### config.mk
export PLATFORM = sky130hd
export DESIGN_NAME = exception_controller
export DESIGN_NICKNAME = d
export VERILOG_FILES = /design/src/rtl/soc_exc_pkg.sv /design/src/rtl/exception_controller.sv
export SDC_FILE = /design/constraint.sdc
export NUM_CORES = 1
export LEC_CHECK = 0
export BUFFER_PORTS_ARGS = -buffer_cell sky130_fd_sc_hd__buf_2
export CELL_PAD_IN_SITES_DETAIL_PLACEMENT = 1
export CELL_PAD_IN_SITES_GLOBAL_PLACEMENT = 2
export CORE_UTILIZATION = 35
export CTS_BUF_LIST = sky130_fd_sc_hd__clkbuf_8
export CTS_CLUSTER_DIAMETER = 50
export DETAILED_ROUTE_END_ITERATION = 7
export PLACE_DENSITY_LB_ADDON = 0.08
export SLEW_MARGIN = 20
export SYNTH_ARGS = -nofsm -noshare
export SYNTH_HDL_FRONTEND = slang
export SYNTH_SLANG_ARGS = --single-unit
### constraint.sdc
create_clock -name clk -period 6.5 [get_ports clk]
set_input_delay 1.3 -clock clk [delete_from_list [all_inputs] [get_ports clk]]
set_output_delay 1.3 -clock clk [all_outputs]
set_load 0.02 [all_outputs]
### src/rtl/soc_exc_pkg.sv
// Shared definitions for the exception controller: FSM states, cause codes
// and address-step constants.
package soc_exc_pkg;

  typedef enum logic [2:0] {
    ST_IDLE,
    ST_FLUSH,
    ST_REDIRECT,
    ST_HANDLER,
    ST_RETURN,
    ST_HALT
  } exc_state_t;

  localparam logic [3:0] EXC_NONE = 4'd0;
  localparam logic [3:0] EXC_DIV0 = 4'd1;

  localparam int unsigned VEC_SHIFT    = 4;
  localparam int unsigned ERET_PC_STEP = 4;

endpackage

### src/rtl/exception_controller.sv
// Exception responder: captures the faulting PC/cause, flushes the pipeline,
// vectors fetch to the cause handler, returns on eret and halts on double fault.
module exception_controller
  import soc_exc_pkg::*;
#(
  parameter int unsigned     XLEN         = 32,
  parameter logic [XLEN-1:0] VECTOR_BASE  = 32'h0000_0100,
  parameter int unsigned     FLUSH_CYCLES = 2
) (
  input  logic            clk,
  input  logic            rst,
  input  logic            exception,
  input  logic [3:0]      exception_code,
  input  logic [XLEN-1:0] exc_pc,
  input  logic            eret,
  output logic            flush,
  output logic            stall,
  output logic            pc_redirect,
  output logic [XLEN-1:0] redirect_pc,
  output logic [XLEN-1:0] epc,
  output logic [3:0]      cause,
  output logic            in_handler,
  output logic            double_fault
);

  localparam int unsigned CNT_W = $clog2(FLUSH_CYCLES + 1);

  exc_state_t       state;
  logic [CNT_W-1:0] cnt;

  // Outputs are assigned for the state being entered, so each one is a plain
  // register that is valid for the whole cycle spent in that state.
  always_ff @(posedge clk or posedge rst) begin
    if (rst) begin
      state        <= ST_IDLE;
      cnt          <= '0;
      flush        <= 1'b0;
      stall        <= 1'b0;
      pc_redirect  <= 1'b0;
      redirect_pc  <= '0;
      epc          <= '0;
      cause        <= '0;
      in_handler   <= 1'b0;
      double_fault <= 1'b0;
    end else begin
      flush       <= 1'b0;
      stall       <= 1'b0;
      pc_redirect <= 1'b0;
      redirect_pc <= '0;
      in_handler  <= 1'b0;
      case (state)
        ST_IDLE: begin
          if (exception) begin
            epc   <= exc_pc;
            cause <= exception_code;
            cnt   <= CNT_W'(1);
            state <= ST_FLUSH;
            flush <= 1'b1;
            stall <= 1'b1;
          end
        end
        ST_FLUSH: begin
          if (cnt == CNT_W'(FLUSH_CYCLES)) begin
            state       <= ST_REDIRECT;
            pc_redirect <= 1'b1;
            redirect_pc <= VECTOR_BASE + (XLEN'(cause) << VEC_SHIFT);
          end else begin
            cnt   <= cnt + CNT_W'(1);
            flush <= 1'b1;
            stall <= 1'b1;
          end
        end
        ST_REDIRECT: begin
          state      <= ST_HANDLER;
          in_handler <= 1'b1;
        end
        ST_HANDLER: begin
          if (exception) begin
            double_fault <= 1'b1;
            state        <= ST_HALT;
            flush        <= 1'b1;
            stall        <= 1'b1;
          end else if (eret) begin
            state       <= ST_RETURN;
            flush       <= 1'b1;
            pc_redirect <= 1'b1;
            redirect_pc <= epc + XLEN'(ERET_PC_STEP);
          end else begin
            in_handler <= 1'b1;
          end
        end
        ST_RETURN: begin
          state <= ST_IDLE;
        end
        ST_HALT: begin
          flush <= 1'b1;
          stall <= 1'b1;
        end
        default: begin
          state <= ST_IDLE;
        end
      endcase
    end
  end

endmodule

==> metrics.md <==
| Metric | Value |
|---|---|
| Nets | `453` |
| Max frequency | `0.3395 GHz` |
| Number of global-route vias before repair | `2749` |
| Core Box Area | `0.009328 mm²` |
| Initial DRC count | `40` |
| Worst endpoint required time | `6.73 ns` |
| RSZ-0062 raised after global routing | `false` |
| LEAKAGE | `2.041 nW` |
| Final slew viol count | `0` |
| FF-to-FF path depth | `4` |
| Unique masters post-synth | `34` |
| Initial Utilization | `36.53%` |
| Min-delay src | `double_fault$_DFFE_PP0P_` |
| Placer congestion estimate | `0.7675` |
| Critical path class | `input pin to register` |
| WL/cell | `15.82 µm` |
| Total Wirelength | `8620 µm` |
| Worst path buffer plus inverter count | `2` |
| Setup TNS | `0 ns` |
| Largest net degree at the start of global routing | `79` |
| Fin crit share | `45.31%` |
| FF-to-FF setup slack | `4.08 ns` |
| Full die area | `0.01013 mm²` |
| First-pass GRT wire length | `14110 µm` |
| ANT cells | `0` |
| CTS Root Cell | `clkbuf_8` |
| Mapped cell area | `0.003407 mm²` |
| Area grow syn2layout | `26.99%` |
| Post-cts sizing count | `0` |
| CP delay by family, top | `simple AND/OR/NAND/NOR gates` |
| End of the worst hold path | `double_fault$_DFFE_PP0P_` |
| Async S/R FF share, synth | `100.0%` |
| Layout cells sized above 1 | `40.87%` |
| Fin util | `46.39%` |
| Crit end category | `register` |
| Final hold vios | `0` |
| CP cell instances | `buf_2 -> nand2b_1 -> nor3_2 -> buf_4 -> mux2_2` |
| CTS tree | `built` |
| Seq cells post-synth | `78` |
| Syn_nets | `341` |
| Clk_lat worst skew | `0.35 ns` |
| Routed vias/inst | `4.939` |
| Cts hold-fix bufs | `0` |
| Dpl ws | `3.135 ns` |
| Clock skew | `0.008301 ns` |
| Worst Max-Slew Pin Slew | `1.002 ns` |
| Routed Antenna Nets | `0` |
| Ports | `113` |
| Final min period | `2.945 ns` |
| Worst VDD drop | `0.0002281 V` |
| Launching point of the worst reg2reg path | `epc[5]$_DFFE_PP0P_` |
| Post-synth EDFFs | `0` |
| Power Total | `2.028 mW` |
| Pre-antenna DRT Iters | `4` |
| Drc violations | `0` |
| Clk slew on worst S/H paths | `0.08 ns` |
| Worst slew margin | `33.20%` |
| Via count | `2692` |
| Initial antenna violation count | `0` |
| Num CTS Buffers | `9` |
| GRT Total Usage | `18.17%` |
| Startpoint Class | `input pin` |
| Final setup violation count | `0` |
| Die W | `100.7 µm` |
| CP Max Fanout | `30` |
| IO buf count | `112` |
| Syn Inst Count | `299` |
| Worst Hold Class | `register to register` |
| Syn_area_per_cell | `11.39 µm²` |
| DP Wirelength | `6135 µm` |
| Crit-path max cell delay | `0.69 ns` |
| Crit path DAT | `3.17 ns` |
| Clock tree buffer depth | `2` |
| CP max-delay cell | `nor3_2` |
| FP Rows | `35` |
| Synth warn | `0` |
| Die span in y | `100.7 µm` |
| Primary FF master, synth | `dfrtp_1` |
| Setup bufs post-CTS | `0` |
| Hold depth | `1` |
| Final setup margin | `3.555 ns` |
| Reg2reg end | `redirect_pc[28]$_DFF_PP0_` |
| PwrDens | `468.8 mW/mm²` |
| Clock sinks | `78` |
| Grt ovf | `0` |
| Register area share after synthesis | `57.29%` |
| Fill count | `1092` |
| Max Cap Violations | `0` |
| Htree depth | `3` |
| Result of the run | `finished clean` |
## flip-flops by register name, summed over array words and instances (netlist names)
| name | flops |
|---|---|
| cause | 4 |
| cnt | 2 |
| double_fault | 1 |
| epc | 32 |
| flush | 1 |
| in_handler | 1 |
| pc_redirect | 1 |
| redirect_pc | 32 |
| stall | 1 |
| state | 3 |
## cell type report
type | instances | area (µm²) | area share, %
flip-flops and latches | 78 | 1952 | 45.11
multi-input cells | 201 | 1388 | 32.07
repair buffers | 114 | 575.6 | 13.30
well taps | 129 | 161.4 | 3.730
clock buffers | 10 | 137.6 | 3.181
clock inverters | 6 | 85.08 | 1.966
inverters | 7 | 27.53 | 0.6362
## synthesized netlist by cell type (all sizes together) (3+ instances only)
master,count,area share [%]
nand2,20,2.2
inv,7,0.77
nor2b,3,0.55
or4,8,1.8
nor2,15,1.7
nand4,7,1.7
xnor2,9,2.3
a21oi,14,2.1
nor4,3,0.55
and2,5,0.92
xor2,4,1.0
nand2b,5,0.92
clkbuf,11,1.2
o21ai,21,3.1
and4,4,1.0
mux2,34,11
nor3,7,1.0
or3,13,2.4
nand3,12,1.8
o31ai,3,0.66
dfrtp,78,57
## metrics by stage
step,hold slack [ns],cells,area (µm²)
floorplan,0.4445,299,3407
detailed placement,0.4574,529,4099
global placement,0.4618,529,4099
CTS,0.4792,545,4322
finish,0.4737,545,4327
global route,0.5029,545,4327
## metal layers
layer / up-vias / global-route usage, % / share of wire (%)
met5: - / 0 / 0
li1: 1293 / - / -
met1: 1329 / 23.40 / 45
met4: 0 / 5.017 / 1.1
met2: 60 / 31.03 / 51
met3: 10 / 3.745 / 3.5
## worst max-delay path by stage
stage,from,endpoint,slack [ns],cells after the start
floorplan,rst,cause[0]$_DFFE_PP0P_,3.20,1
global placement,exception,redirect_pc[18]$_DFF_PP0_,3.15,5
detailed placement,exception,redirect_pc[18]$_DFF_PP0_,3.14,5
CTS,exception,redirect_pc[18]$_DFF_PP0_,3.51,5
global route,exception,epc[3]$_DFFE_PP0P_,3.42,5
finish,exception,epc[9]$_DFFE_PP0P_,3.55,5
## power by group
group / total, mW / leakage [nW] / internal [mW] / switching, mW
Combinational: 0.772 / 0.941 / 0.329 / 0.443
Clock: 0.404 / 0.108 / 0.225 / 0.178
Sequential: 0.852 / 0.992 / 0.641 / 0.211
Total: 2.03 / 2.04 / 1.20 / 0.833
## cells by family (layout without fill, tap and decap cells)
logic type               after synthesis  in the layout  synth area share [%]
adder cells (fa/ha/maj)                2              2                0.7344
flip-flops                            78             78                 57.29
AO/OA/AOI/OAI                         44             44                 7.235
XOR/XNOR                              13             13                 3.342
buffers and inverters                 20            137                 2.277
multiplexers                          36             36                 11.83
AND/OR/NAND/NOR                      106            106                 17.30
## placed cells by master (no fill, tap or decap), types with 3 or more instances in the layout
cell type / netlist / routed
a21oi_1: 14 / 14
and2_1: 5 / 5
and4_1: 4 / 4
buf_2: 2 / 112
clkbuf_8: 0 / 10
clkinv_2: 0 / 3
dfrtp_1: 78 / 78
inv_1: 7 / 6
mux2_2: 34 / 34
nand2_1: 20 / 20
nand2b_1: 5 / 5
nand3_1: 12 / 11
nand4_1: 6 / 6
nor2_1: 15 / 15
nor2b_1: 3 / 3
nor3_1: 7 / 6
nor4_1: 3 / 3
o21ai_0: 21 / 21
o31ai_1: 3 / 3
or3_1: 13 / 13
or4_1: 8 / 8
xnor2_1: 9 / 9
xor2_1: 4 / 4
(Power assumes the default switching activity.)
